File: src/rtl/sseg_pkg.sv
// sseg_pkg: shared seven-segment definitions for the display driver and reader.
// Holds the active-low segment codebook, the anode-to-slot encodings and the
// blank pattern so both sides of the display link agree on a single table.
package sseg_pkg;

    localparam int unsigned NUM_SLOTS = 4;

    // Active-low segment pattern (g..a) with every segment dark.
    localparam logic [6:0] BLANK_SEG = 7'h7F;

    // Active-low anode selects: exactly one low bit picks a slot.
    localparam logic [3:0] AN_SLOT0 = 4'b0111;
    localparam logic [3:0] AN_SLOT1 = 4'b1011;
    localparam logic [3:0] AN_SLOT2 = 4'b1101;
    localparam logic [3:0] AN_SLOT3 = 4'b1110;
    localparam logic [3:0] AN_IDLE  = 4'b1111;

    // Entry [n] is the active-low g..a pattern that shows hex digit n.
    localparam logic [15:0][6:0] SEG_CODEBOOK = {
        7'h0E, 7'h06, 7'h21, 7'h46,   // F E d C
        7'h03, 7'h08, 7'h10, 7'h00,   // b A 9 8
        7'h78, 7'h02, 7'h12, 7'h19,   // 7 6 5 4
        7'h30, 7'h24, 7'h79, 7'h40    // 3 2 1 0
    };

    // One-hot slot for a legal single-anode select, zero for idle or illegal.
    function automatic logic [3:0] an_to_slot_hot(input logic [3:0] an);
        logic [3:0] hot;
        hot = 4'b0000;
        case (an)
            AN_SLOT0: hot = 4'b0001;
            AN_SLOT1: hot = 4'b0010;
            AN_SLOT2: hot = 4'b0100;
            AN_SLOT3: hot = 4'b1000;
            default:  hot = 4'b0000;
        endcase
        return hot;
    endfunction

endpackage

File: src/rtl/seg_to_digit.sv
// seg_to_digit: combinational reverse lookup of an active-low 7-segment
// pattern into its hex digit; hit is low for any pattern outside the codebook.
module seg_to_digit
    import sseg_pkg::*;
(
    input  logic [6:0] seg,
    output logic       hit,
    output logic [3:0] digit
);

    // Search the codebook; patterns are unique so at most one entry matches.
    always_comb begin
        hit   = 1'b0;
        digit = 4'h0;
        for (int i = 0; i < 16; i++) begin
            if (seg == SEG_CODEBOOK[i]) begin
                hit   = 1'b1;
                digit = 4'(i);
            end
        end
    end

endmodule

File: src/rtl/sseg_reader.sv
// sseg_reader: samples the multiplexed active-low anode/cathode lines of a
// seven-segment display, waits for each slot to hold steady, and decodes the
// cathodes back into four hex digits with valid/error status.
// Optional feature macro: SSEG_READER_DP_EN (capture decimal points into dp).
module sseg_reader
    import sseg_pkg::*;
#(
    parameter int unsigned STABLE_CYCLES  = 4,
    parameter int unsigned TIMEOUT_CYCLES = 1_000_000
) (
    input  logic       clk,
    input  logic       rst_n,
    input  logic [3:0] SSEG_AN,
    input  logic [7:0] SSEG_CA,
    output logic [3:0] digit0,
    output logic [3:0] digit1,
    output logic [3:0] digit2,
    output logic [3:0] digit3,
    output logic [3:0] dp,
    output logic [3:0] valid,
    output logic [3:0] seg_err,
    output logic       an_err,
    output logic       frame_done
);

    localparam int unsigned SW = $clog2(STABLE_CYCLES + 1);
    localparam int unsigned TW = $clog2(TIMEOUT_CYCLES + 1);

    logic [3:0]    an_q;
    logic [7:0]    ca_q;
    logic [SW-1:0] stab_cnt;
    logic [TW-1:0] tmo_cnt;
    logic [3:0]    seen;

    logic [3:0]    slot_hot;
    logic          an_idle;
    logic          an_illegal;
    logic          cap_point;
    logic          capture;
    logic          expire;
    logic          seg_hit;
    logic [3:0]    seg_digit;

    seg_to_digit u_seg_to_digit (
        .seg   (ca_q[6:0]),
        .hit   (seg_hit),
        .digit (seg_digit)
    );

    assign slot_hot   = an_to_slot_hot(an_q);
    assign an_idle    = (an_q == AN_IDLE);
    assign an_illegal = !an_idle && (slot_hot == 4'b0000);

    // The counter sits at STABLE_CYCLES-1 for exactly one cycle per stable
    // period, so this single compare gives one capture opportunity per period.
    assign cap_point  = (stab_cnt == SW'(STABLE_CYCLES - 1));
    assign capture    = cap_point && (slot_hot != 4'b0000);

    // A capture on the expiry cycle suppresses the expiry entirely.
    assign expire     = !capture && (tmo_cnt == TW'(TIMEOUT_CYCLES - 1));

    // Sample the pins every cycle and count how long the sample has held.
    always_ff @(posedge clk) begin
        if (!rst_n) begin
            an_q     <= AN_IDLE;
            ca_q     <= 8'hFF;
            stab_cnt <= '0;
        end else begin
            an_q <= SSEG_AN;
            ca_q <= SSEG_CA;
            if ({SSEG_AN, SSEG_CA} != {an_q, ca_q}) begin
                stab_cnt <= '0;
            end else if (stab_cnt != SW'(STABLE_CYCLES)) begin
                stab_cnt <= stab_cnt + 1'b1;
            end
        end
    end

    // Count cycles since the last capture, saturating once expired.
    always_ff @(posedge clk) begin
        if (!rst_n) begin
            tmo_cnt <= '0;
        end else if (capture) begin
            tmo_cnt <= '0;
        end else if (tmo_cnt != TW'(TIMEOUT_CYCLES)) begin
            tmo_cnt <= tmo_cnt + 1'b1;
        end
    end

    // Apply captures to the digit/status registers and track frame completion.
    always_ff @(posedge clk) begin
        if (!rst_n) begin
            digit0     <= 4'h0;
            digit1     <= 4'h0;
            digit2     <= 4'h0;
            digit3     <= 4'h0;
            valid      <= 4'b0000;
            seg_err    <= 4'b0000;
            an_err     <= 1'b0;
            frame_done <= 1'b0;
            seen       <= 4'b0000;
        end else begin
            frame_done <= 1'b0;
            if (cap_point && an_illegal) begin
                an_err <= 1'b1;
            end
            if (capture) begin
                if (seg_hit) begin
                    if (slot_hot[0]) digit0 <= seg_digit;
                    if (slot_hot[1]) digit1 <= seg_digit;
                    if (slot_hot[2]) digit2 <= seg_digit;
                    if (slot_hot[3]) digit3 <= seg_digit;
                    valid   <= valid | slot_hot;
                    seg_err <= seg_err & ~slot_hot;
                end else begin
                    seg_err <= seg_err | slot_hot;
                end
                // The completing capture counts toward the frame before the clear.
                if ((seen | slot_hot) == 4'b1111) begin
                    seen       <= 4'b0000;
                    frame_done <= 1'b1;
                end else begin
                    seen <= seen | slot_hot;
                end
            end else if (expire) begin
                valid <= 4'b0000;
                seen  <= 4'b0000;
            end
        end
    end

`ifdef SSEG_READER_DP_EN
    // Latch the decimal point of each legally decoded slot (cathode is active-low).
    always_ff @(posedge clk) begin
        if (!rst_n) begin
            dp <= 4'b0000;
        end else if (capture && seg_hit) begin
            dp <= (dp & ~slot_hot) | (slot_hot & {4{~ca_q[7]}});
        end
    end
`else
    assign dp = 4'b0000;
`endif

endmodule

File: config.mk
export PLATFORM = sky130hd
export DESIGN_NAME = sseg_reader
export DESIGN_NICKNAME = d
export VERILOG_FILES = /design/src/rtl/sseg_pkg.sv /design/src/rtl/seg_to_digit.sv /design/src/rtl/sseg_reader.sv
export SDC_FILE = /design/constraint.sdc
export NUM_CORES = 1
export LEC_CHECK = 0
export ABC_AREA = 1
export CORE_MARGIN = 2
export CORE_UTILIZATION = 62
export DETAILED_ROUTE_END_ITERATION = 16
export DONT_BUFFER_PORTS = 1
export GPL_ROUTABILITY_DRIVEN = 0
export HOLD_SLACK_MARGIN = 0.02
export PLACE_DENSITY = 0.78
export SLEW_MARGIN = 25
export SYNTH_ARGS = -nofsm -noshare
export SYNTH_HDL_FRONTEND = slang
export SYNTH_SLANG_ARGS = --single-unit
export TNS_END_PERCENT = 50
File: constraint.sdc
create_clock -name clk -period 2.1 [get_ports clk]
set_input_delay 0.42 -clock clk [delete_from_list [all_inputs] [get_ports clk]]
set_output_delay 0.42 -clock clk [all_outputs]
set_load 0.05 [all_outputs]
==> results.cfg, run 1 <==
[cts]
clock_path_buffers = 2
root_buffer = clkbuf_8
cts_max_level = 3
post_cts.repair.setup_buffers = 0
cts_tree = done
ctsHoldBuffers = 0
insertion_delay_ns = 0.34
clkSinkCount = 65
cts_made_buffers = 9
cts.repair.resized = 0
cts.clk_slew.worst_paths_ns = 0.07

[grt]
grt_util_all_layers_pct = 24.9
grt_pass1_wl_mm = 11.8
antenna_found_initial = 0
grt_max_degree = 30
globalRouteOverflowTotal = 0
grt_pass1_vias = 2766

[layout]
diodes = 0
ff_latch_area_um2 = 1300
final_cell_mix = nand2_1 (114), dfxtp_1 (65), inv_1 (54)
syn2layout_area_growth_pct = 7.72
final_common_cell = nand2_1
drive_gt1_share_pct = 11.8
nets = 489
multi_input_area_um2 = 1700
fill_cells = 485
finalNonFillerCells = 545

[sta]
setup_tns_ns = 0
finalClockSkew_ns = 0.00494
rsz0062_at_grt = no
max_freq_mhz = 538
max-slew-margin-rel_pct = 56.0
finalHoldViolCount = 0
worst_pin_slew_ns = 0.659
fin_crit_sh_pct = 88.6
post-route-min-period_ns = 1.86
finalMaxSlewViolations = 0
setup_violations = 0

[synth]
ys_seq_area_share_pct = 39.7
ys_ff_latch = 65
synth_warnings = 0
syn_area_um2 = 3270
synth_edf_count = 0
ys.flop_type = dfxtp_1
synthCells = 464
syn_avg_cell_area_um2 = 7.06
synth_cell_types = 36
synthArstFlopShare_pct = 0

[route]
first_iter_violations = 144
first_pass_iters = 5
avgRoutedWirePerCell_um = 12.8
vias = 2903
route.detailed.drc = 0
ant_nets = 0
vias_per_cell = 5.33
wl_mm = 6.99

[worst_setup_path]
r2r_slack_ns = 0.24
crit_required_ns = 2.33
crit_path_start_kind = flip-flop
crit_arrival_ns = 2.09
crit_type = reg -> reg
path_max_fanout = 19
end_kind = flip-flop

[placement]
dp_cells = 529
port-buffer-count = 0
hpwlAfterDp_mm = 5.24

[power_and_ir_drop]
p_leak_nw = 1.53
ir_drop_v = 0.000497
p_per_area_nw_per_um2 = 704

[run]
maxCapViolCount = 0

[run_status]
status = complete, no violations

[floorplanning]
ioPinCount = 44
core_area_um2 = 5110
die_w_um = 76.7
floorplan.initialDensity_pct = 64.1
dieArea_um2 = 5880
die_h_um = 76.7
rows = 26

[min_path]
min_path_type = in -> reg
## cells by family (layout without fill, tap and decap cells)
logic type	count (synthesis)	in the layout	synth area share, %
compound gates	48	48	7.91
xor+xnor	12	12	3.21
fa+ha+maj	5	5	1.91
buf+inv	71	79	8.64
flops	65	65	39.7
other cells	1	4	0.115
simple gates	262	262	38.5
## metal layers
metal  part of all wire (%)  up-vias  track usage (%)
li1                       -     1507                -
met1                     43     1299             27.2
met2                     50       85             43.7
met3                    5.8       12             6.82
met4                    1.8        0             13.3
met5                      0        -                0
## area by class of cell
cell class,instances,area share [%]
sequential,65,36.9
tap,70,2.48
timing repair buffer,1,0.213
inverter,62,6.60
clock buffer,11,4.01
clock inverter,5,1.56
multi-input combinational,331,48.2
## where the power goes
part           internal (W)  leakage [nW]  switching [W]
registers           0.00125         0.528      0.0000243
logic             0.0000476         0.904      0.0000942
clock network      0.000576        0.0953       0.000490
## per-stage QoR
stage | setup slack, ns | power, W | util [%] | hold slack (ns) | instance area [um^2]
finish | 0.240 | 0.00248 | 69.1 | 0.144 | 3530
global route | 0.0362 | 0.00256 | 69.1 | 0.137 | 3530
CTS | 0.233 | 0.00249 | 69.1 | 0.137 | 3530
detailed placement | 0.243 | 0.00144 | 65.2 | 0.468 | 3330
global placement | 0.305 | 0.00144 | 65.2 | 0.456 | 3330
floorplan | 0.521 | 0.00143 | - | 0.449 | 3290
## synth_stat cells (2+ instances only)
cell type	n	area [um^2]
o22ai_1	5	31.3
dfxtp_1	65	1300
xor2_1	5	43.8
inv_2	7	26.3
inv_1	54	203
nor3_2	4	40.0
nor2_4	6	67.6
nand3_1	39	195
ha_1	5	62.6
a21oi_1	30	150
nand3_2	2	20.0
nand2_2	4	25.0
nor3_1	9	45.0
nand4_1	14	87.6
nor4_1	4	25.0
or3_1	2	12.5
or2_2	10	62.6
o21ai_0	8	40.0
nor2_1	45	169
nor2_2	5	31.3
nand2_1	114	428
xnor2_1	7	61.3
clkbuf_1	3	11.3
buf_4	4	30.0
o21a_1	2	15.0
## state kept, by name, indices dropped and copies added (netlist names), named ones only
register    count
tmo_cnt        20
ca_q            8
an_q            4
digit0          4
digit1          4
digit2          4
digit3          4
seen            4
valid           4
stab_cnt        3
an_err          1
frame_done      1
## worst max-delay path, stage by stage, from the launching register on
cell,delay (ns)
dfxtp_1,0.39
nand2_1,0.13
nor3_2,0.31
nor3_2,0.10
inv_1,0.10
nand2_2,0.12
nand2_2,0.33
inv_1,0.11
o21ai_0,0.09
a21oi_1,0.06
## path summary, 6_finish.rpt
path	cells past startpoint	endpoint	from
worst min register to register	2	seen[3]$_SDFFE_PN0P_	seen[3]$_SDFFE_PN0P_
worst max-delay path	9	tmo_cnt[12]$_SDFFE_PP0P_	an_q[0]$_SDFF_PN1_
worst min-delay path	1	ca_q[3]$_SDFF_PN1_	rst_n
worst max register to register	9	tmo_cnt[12]$_SDFFE_PP0P_	an_q[0]$_SDFF_PN1_
Power figures use the tool's default switching activity.
==> inputs of run 2 (changes only) <==
clock period = 2 ns   (was 2.1 ns; I/O delays follow)
==> run 2 against run 1 <==
  * Via count fell by 1.8%
  * Clock skew is 0.0093 ns higher
  * Cell count grew 0.37%
  * Power increased by 12%
  * Critical path depth rose by 2
  * Largest cell class unchanged
==> results.cfg, run 2 (synthesis gave the netlist of run 1 again) <==
[cts]
cts.clk_slew.worst_paths_ns = 0.08
root_buffer = clkbuf_8
cts_max_level = 3
insertion_delay_ns = 0.35
cts_made_buffers = 9
post_cts.repair.setup_buffers = 0
clkSinkCount = 65
clock_path_buffers = 2
cts_tree = done

[worst_setup_path]
crit_type = reg -> reg
end_kind = flip-flop
crit_arrival_ns = 2.08
crit_required_ns = 2.27
worstReg2RegEnd = tmo_cnt[4]$_SDFFE_PP0P_
reg2reg_depth = 11
cp_slowest_stage_delay_ns = 0.37
worstSetupPathDepth = 11
crit_slowest_cell = dfxtp_1
path_max_fanout = 14
critPathMostFrequentCell = inv_1
cp_cell_sequence = nand2_1, inv_1, nand3_1, nand2_1, nor3_2, inv_1, nand2_2, nand2_2, inv_1, o21ai_0, a21oi_1
setup.worst_path.start = an_q[2]$_SDFF_PN1_
r2r-start = an_q[2]$_SDFF_PN1_
crit_path_start_kind = flip-flop
crit_family = simple AND/OR/NAND/NOR gates
r2r_slack_ns = 0.19
crit_end = tmo_cnt[4]$_SDFFE_PP0P_
crit_buf_inv = 3

[grt]
antenna_found_initial = 0
grt_pass1_vias = 2754
grt_util_all_layers_pct = 24.5
grt_max_degree = 30
globalRouteOverflowTotal = 0
grt_pass1_wl_mm = 11.7

[min_path]
holdPathStages = 1
min_path_type = in -> reg

[sta]
finalMaxSlewViolations = 0
worst_hold_slack_ns = 0.118
finalHoldViolCount = 0
post-route-min-period_ns = 1.81
setup_tns_ns = 0
setup_violations = 0
worst_pin_slew_ns = 0.664
fin_crit_sh_pct = 90.6
max_freq_mhz = 552
finalClockSkew_ns = 0.0142
max-slew-margin-rel_pct = 55.7
rsz0062_at_grt = no

[floorplanning]
ioPinCount = 44
dieArea_um2 = 5880
die_h_um = 76.7
floorplan.initialDensity_pct = 64.1
die_w_um = 76.7
rows = 26
core_area_um2 = 5110

[route]
route.detailed.drc = 0
wl_mm = 6.71
avgRoutedWirePerCell_um = 12.3
first_iter_violations = 122
vias_per_cell = 5.21
first_pass_iters = 4
vias = 2850
ant_nets = 0

[power_and_ir_drop]
ir_drop_v = 0.000557
p_leak_nw = 1.56
p_per_area_nw_per_um2 = 770

[layout]
regMostFlops = tmo_cnt
final_common_cell = nand2_1
diodes = 0
nets = 491
largest_reg_flops = 20
largestRegisters = tmo_cnt: 20 flops, ca_q: 8 flops
drive_gt1_share_pct = 12.6
fin_util_pct = 70.4
syn2layout_area_growth_pct = 9.82
final_cell_mix = nand2_1 (114), dfxtp_1 (65), inv_1 (54)

[run]
maxCapViolCount = 0

[placement]
port-buffer-count = 0
hpwlAfterDp_mm = 5.03

[run_status]
status = complete, no violations
## run 2: report_power, final
part / total (W) / internal, W / switching, W
Clock: 0.00128 / 0.000740 / 0.000539
Sequential: 0.00134 / 0.00131 / 0.0000249
Combinational: 0.000155 / 0.0000536 / 0.000101
## run 2: through the flow
step                instances  power, W  worst slack, ns  cell area [um^2]
floorplan                 467   0.00150            0.421              3290
CTS                       547   0.00278            0.168              3570
global placement          531   0.00151            0.234              3350
finish                    547   0.00277            0.188              3600
global route              547   0.00286          0.00673              3600
detailed placement        531   0.00152            0.191              3350
## run 2: how the worst min path moves through the flow
stage	startpoint	end	slack, ns
2_1_floorplan	seen[3]$_SDFFE_PN0P_	seen[3]$_SDFFE_PN0P_	0.45
3_5_place_dp	seen[3]$_SDFFE_PN0P_	seen[3]$_SDFFE_PN0P_	0.47
6_report	rst_n	ca_q[5]$_SDFF_PN1_	0.12
3_3_place_gp	seen[1]$_SDFFE_PN0P_	seen[1]$_SDFFE_PN0P_	0.46
5_1_grt	rst_n	ca_q[5]$_SDFF_PN1_	0.11
4_1_cts	rst_n	ca_q[2]$_SDFF_PN1_	0.11
## run 2: final cells by class
type / instances / area (um^2)
clock buffers: 10 / 138
clock inverters: 6 / 90.1
fillers: 439 / 1510
inverters: 62 / 233
multi-input cells: 331 / 1720
flip-flops and latches: 65 / 1300
well taps: 70 / 87.6
repair buffers: 3 / 22.5
## run 2: what timing repair did
action	in CTS	in global routing
hold buffers	0	0
gates resized for setup	0	4
endpoints found under the setup margin	0	10
## run 2: layer usage
metal	wire, um	up-vias	global-route usage, %
li1	-	1509	-
met1	3010	1273	28.2
met2	3270	56	42.7
met3	295	12	7.88
met4	138	0	8.18
met5	0	-	0
==> inputs of run 3 (changes only) <==
REMOVE_ABC_BUFFERS = 1   (was unset)
==> run 3 against run 2 <==
  * Clock-buffer cell count decreased by 1
  * Non-clock buffer count down 1
  * Cell count down 0.18%
  * Setup slack lost 0.019 ns
  * Clock power about the same
  * Core utilization is 0.59 points lower
  * Critical path type unchanged
  * Via count increased by 1.2%
  * Combinational power is 4% lower
  * First-iteration DRC count shrank 11%
  * Highest routed layer unchanged
  * Power fell by 0.15%
  * Flip-flop and latch count stayed put
  * Clock skew up 0.00097 ns
==> results.cfg, run 3 (synthesis gave the netlist of run 1 again) <==
[run_status]
status = complete, no violations

[cts]
cts.clk_slew.worst_paths_ns = 0.09
ctsHoldBuffers = 0
root_buffer = clkbuf_8
insertion_delay_ns = 0.36
cts_tree = done
clock_path_buffers = 2
cts_max_level = 3
clkSinkCount = 65
post_cts.repair.setup_buffers = 0
cts_made_buffers = 9

[power_and_ir_drop]
p_per_area_nw_per_um2 = 776
ir_drop_v = 0.000555
p_leak_nw = 1.55

[route]
ant_nets = 0
wl_mm = 6.75
first_pass_iters = 4
vias = 2884
route.detailed.drc = 0
vias_per_cell = 5.28
avgRoutedWirePerCell_um = 12.4
first_iter_violations = 109

[sta]
post-route-min-period_ns = 1.83
finalClockSkew_ns = 0.0152
max_freq_mhz = 546
setup_violations = 0
max-slew-margin-rel_pct = 57.5
worst_hold_slack_ns = 0.122
rsz0062_at_grt = yes
finalMaxSlewViolations = 0
fin_crit_sh_pct = 91.5
worst_pin_slew_ns = 0.636
finalHoldViolCount = 0

[worst_setup_path]
crit_slowest_cell = dfxtp_1
crit_type = reg -> reg
crit_arrival_ns = 2.09
crit_family = simple AND/OR/NAND/NOR gates
critPathMostFrequentCell = nand2_1
path_max_fanout = 6
r2r_slack_ns = 0.17
end_kind = flip-flop
crit_required_ns = 2.26
crit_buf_inv = 0
cp_cell_sequence = nand2_1, nor3_2, nor3_2, nor2_2, nand2_1, nor2_4, nor2_4, nand2_1, nand2_1
crit_path_start_kind = flip-flop
cp_slowest_stage_delay_ns = 0.42

[grt]
globalRouteOverflowTotal = 0
grt.busiest_layer = met2
antenna_found_initial = 0
grt_pass1_wl_mm = 11.6
use_met3_pct = 5.65
grt_pass1_vias = 2740
use_met1_pct = 28.9
grt_max_degree = 30
grt_util_all_layers_pct = 24.5
grt_util_met2_pct = 42.1

[layout]
largestRegisters = tmo_cnt: 20 flops, ca_q: 8 flops
nets = 490
syn2layout_area_growth_pct = 8.90
regMostFlops = tmo_cnt
fill_cells = 435
drive_gt1_share_pct = 12.4
final_cell_mix = nand2_1 (114), dfxtp_1 (64), inv_1 (54)
fin_util_pct = 69.8
largest_reg_flops = 20
diodes = 0
final_common_cell = nand2_1

[floorplanning]
ioPinCount = 44
core_area_um2 = 5110
die_w_um = 76.7
rows = 26
dieArea_um2 = 5880
die_h_um = 76.7
floorplan.initialDensity_pct = 64.1

[placement]
port-buffer-count = 0
hpwlAfterDp_mm = 5.05

[min_path]
min_path_type = in -> reg

[run]
maxCapViolCount = 0
run 3: changes by cell type in the layout (fill, tap and decap cells not counted), sizes merged:
cell      previous run  this run
buf                  3         2
clkinvlp             1         0
clkinv               3         4
clkbuf              10         9
inv                 62        63
run 3: power breakdown:
group          total [W]  internal [W]  switching (W)
combinational   0.000149     0.0000514      0.0000978
clock            0.00128      0.000717       0.000562
sequential       0.00134       0.00131      0.0000264
run 3: worst reg2reg max path: stages, from the launching register on:
cell and delay (ns):
dfxtp_1 0.42, nand2_1 0.13, nor3_2 0.29, nor3_2 0.10, nor2_2 0.23, nand2_1 0.17
nor2_4 0.19, nor2_4 0.06, nand2_1 0.10, nand2_1 0.06
run 3: layer usage:
metal | vias up | share of wire [%]
met5 | - | 0
met4 | 0 | 2.0
met3 | 14 | 4.1
met2 | 61 | 48
met1 | 1301 | 46
li1 | 1508 | -
run 3: layout make-up:
cell class | instances | area, um^2 | share of cell area, %
timing repair buffer | 2 | 15.0 | 0.421
multi-input combinational | 331 | 1700 | 47.7
sequential | 65 | 1300 | 36.5
clock inverter | 7 | 103 | 2.88
inverter | 62 | 233 | 6.53
clock buffer | 9 | 124 | 3.47
tap | 70 | 87.6 | 2.46
run 3: final timing paths:
check / startpoint / to / depth (start not counted)
worst min register to register: seen[1]$_SDFFE_PN0P_ / seen[1]$_SDFFE_PN0P_ / 2
worst max register to register: an_q[0]$_SDFF_PN1_ / digit1[3]$_SDFFE_PN0P_ / 9
worst min-delay path: rst_n / ca_q[2]$_SDFF_PN1_ / 1
worst max-delay path: an_q[0]$_SDFF_PN1_ / digit1[3]$_SDFFE_PN0P_ / 9
run 3: timing repair:
action | in CTS | in global routing
gates resized for setup | 0 | 1
endpoints found under the setup margin | 0 | 5
hold endpoints to repair | 0 | 0
run 3: metrics by stage:
step,total power [W],cell area [um^2],cells,worst slack [ns],setup TNS [ns]
4_1_cts,0.00277,3560,546,0.144,0
3_3_place_gp,0.00151,3340,530,0.227,0
3_5_place_dp,0.00151,3340,530,0.190,0
2_1_floorplan,0.00148,3240,458,0.413,0
5_1_grt,0.00285,3570,546,-0.00296,-0.00442
6_report,0.00277,3570,546,0.169,0
